File: src/rtl/ercm_pkg.sv
// Shared definitions for the error-recovery approximate multiplier.
//   clog2      : ceiling log2 for parameter sizing
//   ERCM_LAT   : accepted-to-valid latency of ercm_pipe_mult, in cycles
//   ercm_model : bit-accurate reference of the approximate product
//                (a, b zero-extended; width = operand width, 4..32)
package ercm_pkg;

  localparam int unsigned ERCM_LAT = 3;

  function automatic int unsigned clog2(input int unsigned v);
    int unsigned r;
    r = 0;
    for (int unsigned i = 0; i < 32; i++) begin
      if ((32'd1 << i) < v) r = i + 1;
    end
    return r;
  endfunction

  // Walks the OR tree level by level, in place: node k of the next level
  // only overwrites slots already consumed (k <= 2k).
  function automatic logic [63:0] ercm_model(input logic [31:0]   a,
                                             input logic [31:0]   b,
                                             input logic [63:0]   mask,
                                             input int unsigned   width);
    logic [63:0]  n [32];
    logic [63:0]  lim;
    logic [63:0]  bm;
    logic [63:0]  rec;
    int unsigned  cnt;
    lim = (width >= 32) ? '1 : ((64'd1 << (2 * width)) - 64'd1);
    bm  = {32'b0, b} & ((64'd1 << width) - 64'd1);
    rec = '0;
    for (int unsigned i = 0; i < 32; i++) begin
      n[i] = (i < width && a[i]) ? ((bm << i) & lim) : '0;
    end
    cnt = width;
    for (int unsigned l = 0; l < 5; l++) begin
      if (cnt > 1) begin
        for (int unsigned k = 0; k < 16; k++) begin
          if (k < cnt / 2) begin
            rec  = rec + ((n[2*k] & n[2*k+1]) & mask);
            n[k] = n[2*k] | n[2*k+1];
          end
        end
        cnt = cnt / 2;
      end
    end
    return (n[0] + rec) & lim;
  endfunction

endpackage

File: src/rtl/ercm_or_tree.sv
// Combinational partial-product OR tree.
//   a, b    : unsigned operands (WIDTH bits)
//   root_s  : OR-compressed sum of all partial products (2*WIDTH bits)
//   carry   : lost carry (AND term) of every tree node, one vector per node.
//             Node index = WIDTH - (WIDTH >> l) + k for node k produced from
//             level l; level 0 (the partial products) has no carries.
module ercm_or_tree
  import ercm_pkg::*;
#(
  parameter int unsigned WIDTH = 8
) (
  input  logic [WIDTH-1:0]                 a,
  input  logic [WIDTH-1:0]                 b,
  output logic [2*WIDTH-1:0]               root_s,
  output logic [WIDTH-2:0][2*WIDTH-1:0]    carry
);

  localparam int unsigned PW = 2 * WIDTH;
  localparam int unsigned L  = clog2(WIDTH);

  // Heap of all tree nodes: leaves at 0..WIDTH-1, level l starts at
  // 2*WIDTH - (2*WIDTH >> l), root in the last slot.
  logic [2*WIDTH-2:0][PW-1:0] node;

  // Carries stay per node: carries of one level can share columns, and the
  // masked sum must be taken per node to make an all-ones mask exact.
  always_comb begin
    node  = '0;
    carry = '0;
    for (int unsigned i = 0; i < WIDTH; i++) begin
      node[i] = a[i] ? ({{WIDTH{1'b0}}, b} << i) : '0;
    end
    for (int unsigned l = 0; l < L; l++) begin
      for (int unsigned k = 0; k < (WIDTH >> (l + 1)); k++) begin
        node[PW - (PW >> (l + 1)) + k] =
          node[PW - (PW >> l) + 2*k] | node[PW - (PW >> l) + 2*k + 1];
        carry[WIDTH - (WIDTH >> l) + k] =
          node[PW - (PW >> l) + 2*k] & node[PW - (PW >> l) + 2*k + 1];
      end
    end
    root_s = node[PW-2];
  end

endmodule

File: src/rtl/ercm_pipe_mult.sv
// Pipelined error-recovery approximate multiplier, unsigned WIDTH x WIDTH.
//   clk, rst            : clock, synchronous active-high reset
//   in_valid/in_ready   : operand beat handshake (in_ready = pipeline advance)
//   dat_in_a, dat_in_b  : operands
//   mask                : per-output-column carry recovery enable
//   tag_in / tag_o      : sideband tag travelling with each beat
//   out_valid/out_ready : result handshake
//   dat_o               : approximate product, 3 cycles after acceptance
// Global-stall pipeline: every stage advances together when the output
// register is empty or being consumed; bubbles are kept.
module ercm_pipe_mult
  import ercm_pkg::*;
#(
  parameter int unsigned WIDTH = 8,
  parameter int unsigned TAG_W = 4
) (
  input  logic                 clk,
  input  logic                 rst,
  input  logic                 in_valid,
  output logic                 in_ready,
  input  logic [WIDTH-1:0]     dat_in_a,
  input  logic [WIDTH-1:0]     dat_in_b,
  input  logic [2*WIDTH-1:0]   mask,
  input  logic [TAG_W-1:0]     tag_in,
  output logic                 out_valid,
  input  logic                 out_ready,
  output logic [2*WIDTH-1:0]   dat_o,
  output logic [TAG_W-1:0]     tag_o
);

  localparam int unsigned PW = 2 * WIDTH;
  localparam int unsigned L  = clog2(WIDTH);

  logic                         en;
  logic [PW-1:0]                root_s;
  logic [WIDTH-2:0][PW-1:0]     carry;

  // Stage 1: tree outputs, mask, tag
  logic                         v1_d, v1_q;
  logic [PW-1:0]                root1_d, root1_q;
  logic [WIDTH-2:0][PW-1:0]     carry1_d, carry1_q;
  logic [PW-1:0]                mask1_d, mask1_q;
  logic [TAG_W-1:0]             tag1_d, tag1_q;
  // Stage 2: per-level masked carry sums
  logic                         v2_d, v2_q;
  logic [PW-1:0]                root2_d, root2_q;
  logic [L-1:0][PW-1:0]         rec2_d, rec2_q;
  logic [TAG_W-1:0]             tag2_d, tag2_q;
  // Stage 3: final sum
  logic                         out_valid_d, out_valid_q;
  logic [PW-1:0]                dat_d, dat_q;
  logic [TAG_W-1:0]             tag_d, tag_q;

  ercm_or_tree #(.WIDTH(WIDTH)) u_tree (
    .a      (dat_in_a),
    .b      (dat_in_b),
    .root_s (root_s),
    .carry  (carry)
  );

  always_comb begin
    en          = ~out_valid_q | out_ready;

    v1_d        = in_valid;
    root1_d     = root_s;
    carry1_d    = carry;
    mask1_d     = mask;
    tag1_d      = tag_in;

    v2_d        = v1_q;
    root2_d     = root1_q;
    tag2_d      = tag1_q;
    rec2_d      = '0;
    for (int unsigned l = 0; l < L; l++) begin
      for (int unsigned k = 0; k < (WIDTH >> (l + 1)); k++) begin
        rec2_d[l] = rec2_d[l] + (carry1_q[WIDTH - (WIDTH >> l) + k] & mask1_q);
      end
    end

    out_valid_d = v2_q;
    tag_d       = tag2_q;
    dat_d       = root2_q;
    for (int unsigned l = 0; l < L; l++) begin
      dat_d = dat_d + rec2_q[l];
    end
  end

  always_ff @(posedge clk) begin
    if (rst) begin
      v1_q        <= 1'b0;
      v2_q        <= 1'b0;
      out_valid_q <= 1'b0;
      dat_q       <= '0;
      tag_q       <= '0;
    end else if (en) begin
      v1_q        <= v1_d;
      root1_q     <= root1_d;
      carry1_q    <= carry1_d;
      mask1_q     <= mask1_d;
      tag1_q      <= tag1_d;
      v2_q        <= v2_d;
      root2_q     <= root2_d;
      rec2_q      <= rec2_d;
      tag2_q      <= tag2_d;
      out_valid_q <= out_valid_d;
      dat_q       <= dat_d;
      tag_q       <= tag_d;
    end
  end

  assign in_ready  = en;
  assign out_valid = out_valid_q;
  assign dat_o     = dat_q;
  assign tag_o     = tag_q;

endmodule

File: config.mk
export PLATFORM = sky130hd
export DESIGN_NAME = ercm_pipe_mult
export DESIGN_NICKNAME = d
export VERILOG_FILES = /design/src/rtl/ercm_pkg.sv /design/src/rtl/ercm_or_tree.sv /design/src/rtl/ercm_pipe_mult.sv
export SDC_FILE = /design/constraint.sdc
export NUM_CORES = 1
export LEC_CHECK = 0
export ABC_CLOCK_PERIOD_IN_PS = 11210
export BUFFER_PORTS_ARGS = -buffer_cell sky130_fd_sc_hd__buf_2
export CAP_MARGIN = 20
export CORE_MARGIN = 10
export CORE_UTILIZATION = 30
export DETAILED_ROUTE_END_ITERATION = 16
export PLACE_DENSITY = 0.46
export REMOVE_ABC_BUFFERS = 1
export SLEW_MARGIN = 10
export SYNTH_ARGS = -nofsm -noshare
export SYNTH_HDL_FRONTEND = slang
export SYNTH_SLANG_ARGS = --single-unit
File: constraint.sdc
create_clock -name clk -period 11.21 [get_ports clk]
set_input_delay 1.6815 -clock clk [delete_from_list [all_inputs] [get_ports clk]]
set_output_delay 1.6815 -clock clk [all_outputs]
set_load 0.02 [all_outputs]
==> summary.txt <==
Hold path
  – Worst hold path type: flip-flop to flip-flop
  – Hold path startpoint: root1_q[8]

Run
  – Max-cap viol count: 0

Routing
  – Via count: 4789
  – Post-route antenna net violation count: 0
  – Final wirelength: between 15 and 20 mm
  – First DRT Iteration DRCs: 252
  – DRC: 0
  – Vias per cell: 4.52
  – Initial DRT Pass Iterations: 4
  – Post-DR wirelength/cell: about 15 um

Setup path
  – Critical R2R Capture: dat_o[11]
  – Setup crit end kind: output pin
  – Crit Path Max Fanout: 31
  – R2R Setup Slk: approximately 8000 ps
  – CP Capture Point: in_ready
  – RR Startpoint: rec2_q[4]
  – Crit path DAT: around 2500 ps
  – WS Path Type: input pin to output pin
  – Most frequent CP cell: buf_2
  – CP startpoint: out_ready
  – Cell Chain, Critical Path: buf_2 > nor2b_2 > buf_4 > inv_1 > buf_2
  – CP peak stage delay: 330 ps
  – Critical path depth: 5
  – Crit-path slowest cell: buf_4
  – Startpoint types: input pin
  – WP data required: around 9500 ps
  – Reg2Reg Depth: 11
  – Delay-heaviest family, CP: buffers and inverters
  – Bufs and invs on worst path: 4

Power and ir drop
  – Combinational share of power: 0.219
  – Sequential power share: 0.428
  – Peak VDD IR: about 0.00009 V
  – Sw power: between 400 and 500 uW
  – Cell Int Power: approximately 1200 uW
  – Sw Ratio: 0.297
  – Total power: roughly 1700 uW
  – Pwr dens: 183 mW/mm2
  – P_leak: 0.00381 uW
  – Clock power frac: 0.353

Timing
  – Final Hold Fails: 0
  – Worst slew margin: 0.620
  – Worst Skew: roughly 13 ps
  – Worst Setup Slack, final: 7050 ps
  – Final Cycle Share: 0.371
  – RSZ-0062 raised after global routing: no
  – Slew @ Worst Pin: 569 ps
  – Max Freq: 0.240 GHz
  – Final setup vio count: 0
  – Slew Viols, Final: 0
  – Setup Total Neg Slack: 0 ps
  – Post-layout minimum cycle time: approximately 4200 ps

Global routing
  – Gr usage total: 0.0969
  – GRT overflow: 0
  – Global-route wire length before repair: between 20 and 30 mm
  – Initial antenna violation count: 0
  – Number of global-route vias before repair: between 4000 and 5000
  – Largest net degree at the start of global routing: between 80 and 90

CTS
  – Clk Tree Root Cell: clkbuf_16
  – Hold-fix buffers, CTS: 0
  – Clk_lat worst skew: roughly 420 ps
  – CTS tree: built
  – CTS sink cnt: around 160
  – Htree depth: 4
  – Cts bufs inserted: 17
  – Post-cts repair resize count: 0
  – Clk pin slew, worst setup/hold paths: approximately 60 ps
  – Clock buffer depth: 2
  – Postcts setup bufs: 0

Cells and area
  – Post-route cell area: roughly 0.0091 mm2
  – Syn-to-layout area delta: 16.5%
  – Antenna cells: 0
  – Layout cell share with drive strength beyond 1: 0.141
  – Nets: 827

Floorplan
  – Num ports: 62
  – Chip width: around 180 um
  – Core area: between 0.02 and 0.03 mm2
  – DIE AREA: 0.0328 mm2
  – Starting Density: 0.307
  – Die Y-Extent: between 150 and 200 um
  – # rows: 58

Placed design
  – Post-DP Area: 0.00844 mm2
  – Placer Congestion: 0.771
  – Final HPWL DP: between 10 and 15 mm
  – Place WS: 6870 ps
  – Port Buffers: 58

Yosys
  – #FFs+latches synth: approximately 160
  – Synth Flop Type: edfxtp_1
  – Number of synthesis warnings: 0
  – Synthesized area per cell: 11.8 um2
  – Netlist cell types: 50
  – Sequential area share after synthesis: 0.572
  – Number of synthesized flops with an enable pin: about 130
  – Post-Syn Instances: ~660
  – Async set-reset flop share out of synthesis: 0
  – Netlist Area Pre-Place: 0.00779 mm2

Run status
  – Status: finished, final reports clean
flip-flops by register name (all words and copies together), names as in the netlist:
signal / cells
v1_q: 1
tag2_q: 4
carry1_q: 49
dat_o: 16
out_valid_d: 1
tag1_q: 4
root2_q: 15
tag_o: 4
root1_q: 15
rec2_q: 33
mask1_q: 13
out_valid: 1
power by group through the flow:
| stage | sequential, uW | clock (uW) | combinational (uW) |
|---|---|---|---|
| after floorplan | 749 | 0 | 235 |
| after global placement | 723 | 0 | 360 |
| after detailed placement | 725 | 0 | 364 |
| after CTS | 712 | 600 | 368 |
| after global routing | 717 | 625 | 421 |
| final | 711 | 586 | 363 |
layer usage:
layer / global-route usage / vias to the layer above / routed length [um]
met3: 0.0270 / 12 / 686
met1: 0.126 / 2290 / 7520
li1: - / 2396 / -
met5: 0 / - / 0
met2: 0.152 / 91 / 7340
met4: 0.0332 / 0 / 181
cell families after synthesis:
logic type,count (synthesis),share of synthesized area
AO/OA/AOI/OAI,98,0.0845
XOR/XNOR,13,0.0146
adder cells (fa/ha/maj),71,0.142
buffers and inverters,90,0.0434
flip-flops,156,0.572
multiplexers,2,0.00257
AND/OR/NAND/NOR,228,0.141
cells in the mapped netlist, drive strengths merged (3+ instances only):
cell	n	area, um2
a21oi	29	145
a22oi	25	188
nor2	59	221
nor2b	4	25.0
fa	29	581
xnor2	10	87.6
a21o	5	37.5
o21bai	3	22.5
and3	5	33.8
ha	42	526
edfxtp	133	3990
xor2	3	26.3
or3	4	26.3
nand3b	4	30.0
inv	66	248
nand2	75	282
nand3	5	25.0
nor3	8	40.0
o21ai	12	60.1
o21a	3	22.5
clkbuf	22	82.6
nor4	4	31.3
and2	56	353
dfxtp	23	460
area by class of cell:
class                      instances  area [um2]
tap                              330         413
inverter                          66         248
sequential                       156        4450
multi-input combinational        412        3010
clock inverter                    12         105
timing repair buffer              63         348
fill                            2547       16300
clock buffer                      20         500
cell usage in the layout (no fill, tap or decap), drive strengths merged, types with 2 or more instances in the layout:
master    n
edfxtp  133
buf      63
o21ai    12
a21boi    2
o21a      3
o21bai    3
xor2      3
nor2     59
ha       42
a211o     2
and3      5
nand2    75
fa       29
xnor2    10
clkbuf   20
nand3     5
a21o      5
nor2b     4
a21oi    29
a31oi     2
clkinv    2
mux2i     2
dfxtp    23
or3       4
nand3b    4
a22oi    25
nor3      8
nor4      4
nor3b     2
a211oi    2
inv      76
and2     56
metrics by stage:
step,cells,hold WS [ps],utilization
6_report,1059,418,0.357
5_1_grt,1059,425,0.357
4_1_cts,1058,419,0.356
3_5_place_dp,1026,405,0.332
3_3_place_gp,1026,404,0.332
2_1_floorplan,634,400,-
worst register-to-register path: stages, from the launching register on:
cell and delay, ps:
edfxtp_1 360, inv_1 60, fa_1 510, inv_1 50, fa_1 520, inv_1 70
fa_1 430, and2b_1 220, o21ai_0 180, a211o_1 390, a2111oi_0 420, a211o_1 150
worst min-delay path by stage:
| stage | slack, ps | cells past startpoint | end |
|---|---|---|---|
| floorplan | 400 | 0 | root2_q[0] |
| finish | 420 | 0 | root2_q[8] |
| global placement | 400 | 0 | root2_q[3] |
| global route | 420 | 0 | root2_q[8] |
| CTS | 420 | 0 | root2_q[8] |
| detailed placement | 400 | 0 | root2_q[13] |
No activity file was read; power rests on OpenSTA's default activity.
